==> config.mk <==
export PLATFORM = sky130hd
export DESIGN_NAME = rr_mux8_collector
export DESIGN_NICKNAME = d
export VERILOG_FILES = /design/src/rtl/rr_mux8_collector.sv
export SDC_FILE = /design/constraint.sdc
export NUM_CORES = 1
export LEC_CHECK = 0
export CELL_PAD_IN_SITES_DETAIL_PLACEMENT = 0
export CELL_PAD_IN_SITES_GLOBAL_PLACEMENT = 1
export CORE_MARGIN = 4
export CORE_UTILIZATION = 27
export CTS_BUF_LIST = sky130_fd_sc_hd__clkbuf_8
export DETAILED_ROUTE_END_ITERATION = 10
export PLACE_DENSITY = 0.91
export SLEW_MARGIN = 40
export SYNTH_ARGS = -nofsm -noshare
export SYNTH_HDL_FRONTEND = slang
export SYNTH_SLANG_ARGS = --single-unit
==> constraint.sdc <==
create_clock -name clk -period 6.8 [get_ports clk]
set_clock_uncertainty 0.05 [all_clocks]
set_input_delay 1.02 -clock clk [delete_from_list [all_inputs] [get_ports clk]]
set_output_delay 1.02 -clock clk [all_outputs]
set_load 0.01 [all_outputs]
==> src/rtl/rr_mux8_collector.sv <==
// rr_mux8_collector: fair round-robin collector for eight valid/ready
// producers. The granted channel's word goes into a single-entry output
// register that drains through a valid/ready handshake to one consumer.
module rr_mux8_collector #(
  parameter int WIDTH = 16
) (
  input  logic             clk,
  input  logic             reset,
  input  logic [7:0]       in_valid,
  input  logic [WIDTH-1:0] a,
  input  logic [WIDTH-1:0] b,
  input  logic [WIDTH-1:0] c,
  input  logic [WIDTH-1:0] d,
  input  logic [WIDTH-1:0] e,
  input  logic [WIDTH-1:0] f,
  input  logic [WIDTH-1:0] g,
  input  logic [WIDTH-1:0] h,
  output logic [7:0]       in_ready,
  output logic             out_valid,
  input  logic             out_ready,
  output logic [WIDTH-1:0] out_data,
  output logic [2:0]       out_chan
);

  logic [2:0]       ptr;
  logic [2:0]       grant;
  logic             grant_valid;
  logic             can_load;
  logic             load;
  logic [WIDTH-1:0] sel_data;
  logic [2:0]       idx;

  assign can_load = !out_valid || out_ready;

  // Search from ptr upward (wrapping) for the first requesting channel.
  always_comb begin
    grant       = 3'd0;
    grant_valid = 1'b0;
    idx         = 3'd0;
    for (int k = 0; k < 8; k++) begin
      idx = ptr + 3'(k);
      if (!grant_valid && in_valid[idx]) begin
        grant       = idx;
        grant_valid = 1'b1;
      end
    end
  end

  // Only the granted channel sees ready, and only when the output register can take a word.
  always_comb begin
    in_ready = 8'h00;
    if (grant_valid && can_load && !reset)
      in_ready = 8'b1 << grant;
  end

  assign load = |(in_valid & in_ready);

  // Data path mux; its result only reaches the outputs through the register.
  always_comb begin
    sel_data = '0;
    case (grant)
      3'd0: sel_data = a;
      3'd1: sel_data = b;
      3'd2: sel_data = c;
      3'd3: sel_data = d;
      3'd4: sel_data = e;
      3'd5: sel_data = f;
      3'd6: sel_data = g;
      3'd7: sel_data = h;
      default: sel_data = '0;
    endcase
  end

  // Output register and round-robin pointer; a load wins over a drain so a
  // simultaneous in/out transfer keeps out_valid high for full throughput.
  always_ff @(posedge clk or posedge reset) begin
    if (reset) begin
      out_valid <= 1'b0;
      out_data  <= '0;
      out_chan  <= 3'd0;
      ptr       <= 3'd0;
    end else if (load) begin
      out_valid <= 1'b1;
      out_data  <= sel_data;
      out_chan  <= grant;
      ptr       <= grant + 3'd1;
    end else if (out_valid && out_ready) begin
      out_valid <= 1'b0;
    end
  end

endmodule

==> results of run 1 <==
Yosys cell counts, types with 3 or more instances:
master    count  area, sq um
mux2_1        3         33.8
nor2b_1       4         25.0
a21oi_1      10         50.1
and2_1        7         43.8
clkbuf_1     11         41.3
mux2_2        7         78.8
nor2_1       16         60.1
nand2_1      15         56.3
mux4_2        9          203
dfrtp_1      23          576
buf_2        11         55.1
mux2i_1      11          110
o21ai_1       4         20.0
a31oi_1       3         18.8
buf_6         5         56.3
a22oi_1      31          233
inv_1        24         90.1
ha_1          8          100
a221o_1      15          150
o22ai_1       5         31.3
mux2_4        8          120
o21ai_0      11         55.1
a222oi_1     21          210
cell type report:
type | instances | area, sq um
clock buffers | 3 | 41.3
clock inverters | 1 | 3.75
well taps | 133 | 166
multi-input cells | 224 | 1930
inverters | 26 | 97.6
repair buffers | 175 | 1730
fillers | 960 | 5320
flip-flops and latches | 23 | 576
cell families (layout without fill, tap and decap cells):
group | Yosys count | count (layout) | synth area share (%)
compound gates | 118 | 118 | 33.9
simple gates | 56 | 56 | 10.3
mux | 39 | 39 | 20.7
buf+inv | 56 | 205 | 9.74
fa+ha+maj | 8 | 8 | 3.62
flops | 23 | 23 | 20.8
xor+xnor | 3 | 3 | 0.951
how the worst min path moves through the flow:
stage                             from      endpoint  depth (start not counted)  slack (ps)
after detailed placement   out_data[7]   out_data[7]                          1         430
after CTS                  out_data[7]   out_data[7]                          1         440
after global routing       out_data[7]   out_data[7]                          1         460
after global placement     out_data[7]   out_data[7]                          1         420
final                      out_data[7]   out_data[7]                          1         440
after floorplan           out_data[15]  out_data[15]                          1         480
state kept, by name (all words and copies together) (netlist names):
| signal | cells |
|---|---|
| ptr | 3 |
| out_valid | 1 |
| out_chan | 3 |
| out_data | 16 |
power by group:
part	internal [mW]	switching (mW)
logic	1.35	1.56
registers	0.221	0.0490
clock network	0.0404	0.0439
stage by stage:
step | total power [mW] | setup slack [ps] | hold slack, ps | util [%] | cells
detailed placement | 3.20 | 769 | 425 | 45.6 | 581
floorplan | 2.46 | 1890 | 479 | - | 303
global placement | 3.19 | 881 | 418 | 45.6 | 581
CTS | 3.30 | 739 | 444 | 46.1 | 585
finish | 3.27 | 735 | 440 | 46.1 | 585
global route | 3.59 | 453 | 464 | 46.1 | 585
cell usage in the layout (no fill, tap or decap), types with 3 or more instances in the layout:
| master | instances |
|---|---|
| nor2_1 | 16 |
| a22oi_1 | 31 |
| o22ai_1 | 5 |
| a31oi_1 | 3 |
| a221o_1 | 15 |
| dfrtp_1 | 23 |
| buf_4 | 9 |
| mux2_4 | 8 |
| inv_1 | 24 |
| mux4_2 | 9 |
| mux2i_1 | 11 |
| mux2_1 | 3 |
| and2_1 | 7 |
| clkdlybuf4s50_1 | 166 |
| nand2_1 | 15 |
| o21ai_0 | 11 |
| a222oi_1 | 21 |
| a21oi_1 | 10 |
| nor2b_1 | 4 |
| ha_1 | 8 |
| clkbuf_8 | 3 |
| inv_2 | 3 |
| o21ai_1 | 4 |
| mux2_2 | 7 |
critical path, stage by stage:
cell             delay (ps)
clkdlybuf4s50_1         550
mux4_2                  590
mux2_4                  320
nor2_4                  120
o21ai_2                  90
nor3_1                  320
a21oi_1                 200
inv_1                   110
ha_1                    190
ha_1                    700
inv_1                    90
nor2_1                  140
clkdlybuf4s50_1         550
layer usage:
| layer | wire length, microns | up-vias | share of wire, % |
|---|---|---|---|
| li1 | - | 1499 | - |
| met1 | 4340 | 1486 | 41 |
| met2 | 5230 | 151 | 49 |
| met3 | 852 | 15 | 8.0 |
| met4 | 181 | 0 | 1.7 |
| met5 | 0 | - | 0 |
==> out/metrics.csv, run 1 <==
stage,metric,value,unit
cts,cts_resized,0,
critical_path,reg2reg_depth,18,
cts,holdBufCountCts,0,
flow_run,cap_violations,0,
timing,relSlewSlack,45.9,%
power,p_per_area,720,mW/mm^2
layout,drive_gt1_share,10.2,%
drt,dr.pass1.iters,6,
synth,ys_seq_area_share,20.8,%
grt,grt-busiest-layer,met2,
critical_path,cp_data_required_time,5730,ps
critical_path,worstSetupEndpoint,in_ready[7],
timing,rsz0062_at_grt,no,
cts,postCtsSetupBuffers,0,
critical_path,crit_fanout,19,
synth,ys_seq_elements,23,
critical_path,r2r-start,ptr[1],
critical_path,criticalPathCategory,in -> out,
floorplan,start_util,28.0,%
grt,grt_max_degree,35,
synth,avgSynthCellArea,9.12,sq um
synth,synth_cells,303,
placed_design,routabilityCongestion,0.822,
cts,ctsHtreeMaxLevel,1,
timing,fmax,165,MHz
cts,root_buffer,clkbuf_8,
cts,clock_latency,260,ps
critical_path,arrival,5000,ps
timing,finalMaxSlewViolations,0,
synth,ys.flop_type,dfrtp_1,
grt,grt_pass1_wl,16.2,mm
grt,grt_use_total,17.1,%
critical_path,cp-end-kind,output port,
synth,syn_area,0.00276,sq mm
synth,yosys_warnings,0,
synth,async_flop_share,100,%
grt,grt_pass1_vias,3242,
floorplan,die_w,109,microns
critical_path,ff2ff_setup_slack,1330,ps
floorplan,die_h,109,microns
placed_design,io_buffers,166,
drt,wl_per_cell,18.1,microns
power,power_leakage,1.81,nW
grt,gr-usage-met1,21.6,%
timing,worst_pin_slew,811,ps
placed_design,dp_hpwl,8.39,mm
floorplan,io_pins,167,
drt,drc,0,
drt,via_per_inst,5.39,
timing,setup_viol,0,
grt,antenna_found_initial,0,
placed_design,dpl_cell_area,0.00450,sq mm
timing,min_period,6070,ps
drt,ant_nets,0,
synth,synth_nets,450,
layout,antennaDiodeCount,0,
synth,yosysUniqueCellTypes,54,
critical_path,timing.rr.end,out_data[15],
layout,syn_to_final_growth,64.4,%
timing,tns,0,ps
grt,met3_usage,3.55,%
cts,cts_sinks,23,
cts,cts_buffers,3,
grt,use_met2,29.3,%
power,vdd_drop_max,0.288,mV
cts,cts_buffer_depth,2,
synth,synth-edff-count,0,
drt,drt_iter0_drc,348,
drt,dr_total_vias,3151,
status,status,finished clean,
drt,totalWireLength,10.6,mm
min_path,hold_class,reg -> reg,
layout,num-nets-final,600,
cts,cts_tree,done,
floorplan,coreArea,0.00986,sq mm
layout,design_area,0.00454,sq mm
floorplan,dieArea,0.0119,sq mm
critical_path,start_kind,input port,
timing,fin_crit_sh,89.2,%
timing,hold_viol,0,
grt,grt_overflow_total,0,
floorplan,num_rows,36,
cts,cts.clk_slew.worst_paths,80,ps
critical_path,cp-startpoint,in_valid[7],
Note: power is estimated with default switching activity, not from simulation.
==> run 2, diff against run 1 <==
==> config.mk (replaced) <==
export PLATFORM = sky130hd
export DESIGN_NAME = rr_mux8_collector
export DESIGN_NICKNAME = d
export VERILOG_FILES = /design/src/rtl/rr_mux8_collector.sv
export SDC_FILE = /design/constraint.sdc
export NUM_CORES = 1
export LEC_CHECK = 0
export CORE_MARGIN = 4
export CORE_UTILIZATION = 39
export CTS_BUF_LIST = sky130_fd_sc_hd__clkbuf_8
export DETAILED_ROUTE_END_ITERATION = 10
export PLACE_DENSITY = 0.92
export SLEW_MARGIN = 40
export SYNTH_ARGS = -nofsm -noshare
export SYNTH_HDL_FRONTEND = slang
export SYNTH_SLANG_ARGS = --single-unit
==> run 2 against run 1 <==
Sequential share of layout area rose by 0.17 points; via count is 3.3% higher; first-iteration DRC count shrank 29%; largest cell class unchanged; critical path type is now reg -> out; core utilization is 20 points higher; critical endpoint unchanged; total power hardly changed; die area fell by 29%.
==> out/metrics.csv, run 2 (synthesized netlist as in run 1, its figures left out) <==
stage,metric,value,unit,change
status,status,finished clean,,
drt,drt_iter0_drc,248,,-29%
layout,layout_common_cells,"clkdlybuf4s50_1 (166), a22oi_1 (31), inv_1 (23), dfrtp_1 (23), a222oi_1 (21)",,
critical_path,r2r-start,ptr[0],,
cts,postCtsSetupBuffers,0,,unchanged
layout,top_register,out_data,,
cts,ctsHtreeMaxLevel,1,,unchanged
drt,dr.pass1.iters,7,,+1
timing,setup_viol,0,,unchanged
timing,hold_viol,0,,unchanged
power,power_leakage,1.80,nW,-0.64%
grt,gr-usage-met1,28.8,%,+7.3 points
critical_path,arrival,5220,ps,+220 ps
floorplan,start_util,40.4,%,+12 points
layout,design_area,0.00448,sq mm,-1.3%
drt,totalWireLength,11.1,mm,+4.8%
layout,syn_to_final_growth,62.3,%,
floorplan,die_w,92.2,microns,-16%
layout,final_common_cell,clkdlybuf4s50_1,,
layout,largest_register_ffs,16,,unchanged
layout,antennaDiodeCount,0,,unchanged
drt,dr_total_vias,3255,,+3.3%
drt,via_per_inst,5.96,,+11%
cts,cts_sinks,23,,unchanged
cts,root_buffer,clkbuf_8,,
grt,grt-busiest-layer,met2,,
critical_path,cp-startpoint,ptr[0],,
grt,antenna_found_initial,0,,unchanged
placed_design,dp_hpwl,8.67,mm,+3.3%
cts,cts_resized,0,,unchanged
timing,worst_pin_slew,813,ps,+2.04 ps
timing,fmax,159,MHz,-3.6%
grt,met3_usage,5.58,%,+2.0 points
min_path,holdPathStages,1,,unchanged
min_path,min_from,out_data[7],,
layout,num-nets-final,598,,-0.33%
cts,holdBufCountCts,0,,unchanged
placed_design,dpl_cell_area,0.00444,sq mm,-1.4%
drt,drc,0,,unchanged
layout,drive_gt1_share,10.0,%,-0.18 points
grt,use_met2,45.8,%,+17 points
floorplan,coreArea,0.00683,sq mm,-31%
cts,cts_buffers,3,,unchanged
min_path,hold_class,reg -> reg,,
critical_path,start_kind,flop,,
timing,tns,0,ps,unchanged
critical_path,criticalPathCategory,reg -> out,,
critical_path,ff2ff_setup_slack,840,ps,-490 ps
timing,finalMaxSlewViolations,0,,unchanged
layout,stdcell_count,546,,-6.7%
flow_run,cap_violations,0,,unchanged
layout,final_util,65.6,%,+20 points
drt,ant_nets,0,,unchanged
critical_path,reg2reg_depth,18,,unchanged
layout,top_regs,"out_data x16, out_chan x3, ptr x3",,
grt,grt_pass1_wl,17.0,mm,+5.1%
cts,cts_tree,done,,
cts,cts_buffer_depth,2,,unchanged
timing,rsz0062_at_grt,no,,
grt,grt_use_total,24.9,%,+7.7 points
floorplan,die_h,92.2,microns,-16%
power,p_total,3.27,mW,about the same
timing,relSlewSlack,45.8,%,-0.14 points
cts,cts.clk_slew.worst_paths,90,ps,about the same
grt,grt_overflow_total,0,,unchanged
critical_path,cp-end-kind,output port,,
placed_design,routabilityCongestion,0.909,,+11%
power,vdd_drop_max,0.438,mV,+52%
drt,wl_per_cell,20.4,microns,+12%
placed_design,placedCellCount,542,,-6.7%
floorplan,dieArea,0.00849,sq mm,-29%
grt,grt_max_degree,35,,unchanged
critical_path,timing.rr.end,out_data[15],,
cts,clock_latency,270,ps,about the same
timing,min_period,6290,ps,+224 ps
power,p_per_area,730,mW/mm^2,+1.4%
critical_path,cp_data_required_time,5730,ps,about the same
grt,grt_pass1_vias,3362,,+3.7%
floorplan,io_pins,167,,unchanged
floorplan,num_rows,30,,-17%
placed_design,io_buffers,166,,unchanged
min_path,min_to,out_data[7],,
critical_path,crit_fanout,19,,unchanged
timing,fin_crit_sh,92.5,%,+3.3 points
## run 2: report_power, final
part / internal (mW) / switching (mW) / leakage [nW]
clock network: 0.0410 / 0.0478 / 0.0255
registers: 0.221 / 0.0652 / 0.266
logic: 1.33 / 1.56 / 1.50
## run 2: worst max-delay path, cell delays in order, from the launching register on
cell and delay, ps:
dfrtp_1 760, inv_2 170, ha_1 630, mux4_1 730
mux2_1 370, nand2_1 100, o211ai_1 80, a21oi_1 200
o22ai_1 100, a21oi_1 310, inv_1 110, ha_1 220
ha_1 480, inv_1 140, nor2_1 60, clkdlybuf4s50_1 480
## run 2: metal layers
layer	up-vias	part of all wire, %
met1	1573	38
met4	0	1.6
met2	170	52
li1	1498	-
met5	-	0
met3	14	8.6
## run 2: worst max-delay path by stage
stage          depth (start not counted)     endpoint
5_1_grt                               15  in_ready[7]
4_1_cts                               15  in_ready[7]
6_report                              15  in_ready[7]
3_3_place_gp                          14  in_ready[7]
3_5_place_dp                          13  in_ready[7]
2_1_floorplan                         19  in_ready[7]
## run 2: area by class of cell
type / instances / area [sq um]
well taps: 96 / 120
clock buffers: 3 / 41.3
inverters: 26 / 97.6
clock inverters: 1 / 5.00
multi-input cells: 224 / 1930
flip-flops and latches: 23 / 576
repair buffers: 173 / 1710
fillers: 557 / 2350
## run 2: metrics by stage
stage	setup slack (ps)	hold WS [ps]
after floorplan	1890	479
after global placement	891	419
after detailed placement	816	433
after CTS	546	455
after global routing	124	477
final	511	448
==> run 3, diff against run 2 <==
--- a/config.mk
+++ b/config.mk
@@ -8,6 +8,7 @@
 export CORE_MARGIN = 4
 export CORE_UTILIZATION = 39
 export CTS_BUF_LIST = sky130_fd_sc_hd__clkbuf_8
+export CTS_CLUSTER_DIAMETER = 120
 export DETAILED_ROUTE_END_ITERATION = 10
 export PLACE_DENSITY = 0.92
 export SLEW_MARGIN = 40
==> constraint.sdc (replaced) <==
create_clock -name clk -period 6.8 [get_ports clk]
set_clock_uncertainty 0.05 [all_clocks]
set_input_delay 0.68 -clock clk [delete_from_list [all_inputs] [get_ports clk]]
set_output_delay 0.68 -clock clk [all_outputs]
set_load 0.01 [all_outputs]
==> run 3 against run 2 <==
Global-route usage shrank 0.060 points; first-iteration DRC count shrank 4.8%; via count is 0.80% higher; largest cell class unchanged; critical endpoint is now out_data[8]; wire length decreased by 1.5%; cell area is the same; count of clock-buffer cells in the layout unchanged; core utilization did not move; sequential share of layout area unchanged.
==> out/metrics.csv, run 3 (synthesized netlist as in run 1, its figures left out) <==
stage,metric,value,unit,change
status,status,finished clean,,
floorplan,coreArea,0.00683,sq mm,unchanged
grt,grt_pass1_vias,3447,,+2.5%
grt,grt_max_degree,36,,+2.9%
layout,ff_latch_area,576,sq um,unchanged
placed_design,placedCellCount,542,,unchanged
cts,holdBufCountCts,0,,unchanged
placed_design,routabilityCongestion,0.954,,+4.9%
floorplan,die_h,92.2,microns,unchanged
cts,cts_sinks,23,,unchanged
layout,syn_to_final_growth,62.3,%,unchanged
drt,wl_per_cell,20.1,microns,-1.5%
min_path,hold_class,reg -> reg,,
power,power_leakage,1.80,nW,about the same
critical_path,slowest_stage,dfrtp_1,,
timing,fin_ws,800,ps,+289 ps
placed_design,dp_hpwl,8.72,mm,+0.64%
cts,ctsHtreeMaxLevel,1,,unchanged
grt,antenna_found_initial,0,,unchanged
drt,dr.pass1.iters,6,,-1
timing,min_period,6000,ps,-289 ps
layout,final_common_cell,clkdlybuf4s50_1,,
cts,cts_tree,done,,
floorplan,num_rows,30,,unchanged
timing,worst_pin_slew,728,ps,-84.5 ps
layout,drive_gt1_share,10.0,%,unchanged
critical_path,criticalPathCategory,reg -> reg,,
floorplan,io_pins,167,,unchanged
grt,met3_usage,4.51,%,-1.1 points
grt,use_met2,46.7,%,+0.85 points
critical_path,crit_chain,inv_2 -> ha_1 -> mux4_1 -> mux2_1 -> nor3_1 -> a21oi_1 -> inv_1 -> ha_1 -> ha_1 -> a22oi_1 -> nand2_1 -> nor3_1 -> a311oi_4 -> buf_4 -> mux2_2,,
flow_run,cap_violations,0,,unchanged
power,p_per_area,726,mW/mm^2,-0.42%
timing,rsz0062_at_grt,no,,
drt,ant_nets,0,,unchanged
grt,grt-busiest-layer,met2,,
floorplan,start_util,40.4,%,unchanged
timing,fmax,167,MHz,+4.8%
power,vdd_drop_max,0.635,mV,+45%
layout,top_register,out_data,,
cts,cts_buffers,3,,unchanged
layout,stdcell_count,546,,unchanged
layout,largest_register_ffs,16,,unchanged
timing,hold_viol,0,,unchanged
timing,fin_crit_sh,88.2,%,-4.2 points
power,swShare,50.9,%,-0.27 points
layout,fillers,531,,-4.7%
power,power_frac_comb,88.5,%,about the same
layout,multi_input_area,0.00193,sq mm,unchanged
layout,top_regs,"out_data x16, out_chan x3, ptr x3",,
drt,drt_iter0_drc,236,,-4.8%
timing,relSlewSlack,51.4,%,+5.6 points
placed_design,pre_cts_ws,898,ps,+81.2 ps
timing,finalMaxSlewViolations,0,,unchanged
cts,cts.clk_slew.worst_paths,90,ps,about the same
cts,cts_resized,0,,unchanged
critical_path,start_kind,flop,,
layout,antennaDiodeCount,0,,unchanged
timing,tns,0,ps,unchanged
critical_path,critPathTopFamily,adder cells,,
grt,gr-usage-met1,27.5,%,-1.3 points
drt,dr_total_vias,3281,,+0.80%
power,intPower,1.60,mW,+0.12%
grt,grt_overflow_total,0,,unchanged
layout,layout_common_cells,"clkdlybuf4s50_1 (166), a22oi_1 (31), inv_1 (23), dfrtp_1 (23), a222oi_1 (21)",,
timing,hold_ws,451,ps,+3.24 ps
drt,via_per_inst,6.01,,+0.80%
critical_path,arrival,6110,ps,+890 ps
critical_path,crit_fanout,19,,unchanged
power,p_seq_share,8.9,%,about the same
grt,grt_use_total,24.8,%,-0.060 points
drt,totalWireLength,10.9,mm,-1.5%
timing,setup_viol,0,,unchanged
critical_path,worst-path-buf-inv,3,,-1
power,power_switching,1.66,mW,-0.94%
critical_path,critPathMaxStageDelay,740,ps,-20 ps
cts,postCtsSetupBuffers,0,,unchanged
placed_design,io_buffers,166,,unchanged
cts,root_buffer,clkbuf_8,,
critical_path,cp-end-kind,flop,,
power,clock_power_share,2.6,%,about the same
grt,grt_pass1_wl,17.0,mm,-0.24%
floorplan,dieArea,0.00849,sq mm,unchanged
cts,clock_latency,260,ps,about the same
layout,num-nets-final,598,,unchanged
critical_path,cp_data_required_time,6910,ps,+1180 ps
critical_path,cp_common_cell,ha_1,,
cts,cts_buffer_depth,2,,unchanged
drt,drc,0,,unchanged
floorplan,die_w,92.2,microns,unchanged
[run 3: cell counts in the layout (fill, tap and decap cells not counted)]
No cell type changed its count.
[run 3: final timing paths]
check                                 start     endpoint  slack, ps  cells after the start
worst min-delay path            out_data[7]  out_data[7]        450                      1
max in group asynchronous             reset  out_chan[1]       5600                      2
worst min register to register  out_data[7]  out_data[7]        450                      1
worst max register to register       ptr[0]  out_data[8]        800                     15
min in group asynchronous             reset    out_valid        770                      2
worst max-delay path                 ptr[0]  out_data[8]        800                     15
[run 3: per-layer routing]
layer  vias to the layer above  routed length [microns]
met5                         -                        0
met4                         0                      310
met3                        28                      913
met2                       195                     5760
met1                      1564                     3960
li1                       1494                        -
[run 3: area by class of cell]
class	instances	area share, %
well taps	96	2.68
flip-flops and latches	23	12.8
clock inverters	1	0.112
inverters	26	2.18
clock buffers	3	0.921
repair buffers	173	38.2
multi-input cells	224	43.0
[run 3: worst reg2reg max path: cells and delay by family, from the launching register on]
family,cells,cell delay (ps)
flip-flops,1,740
AO/OA/AOI/OAI,3,1120
AND/OR/NAND/NOR,3,500
adder cells (fa/ha/maj),3,1460
multiplexers,3,1440
buffers and inverters,3,590
[run 3: power by group through the flow]
stage | logic (mW) | clock network, mW | registers [mW]
floorplan | 2.17 | 0 | 0.285
global placement | 2.75 | 0 | 0.289
detailed placement | 2.85 | 0 | 0.291
CTS | 2.85 | 0.0859 | 0.290
global route | 3.11 | 0.0903 | 0.303
finish | 2.88 | 0.0863 | 0.290
[run 3: through the flow]
stage	power, mW	instance area [sq um]	utilization [%]
6_report	3.26	4480	65.6
5_1_grt	3.50	4480	65.6
4_1_cts	3.23	4480	65.6
3_5_place_dp	3.14	4440	64.9
3_3_place_gp	3.04	4440	64.9
2_1_floorplan	2.46	2760	-
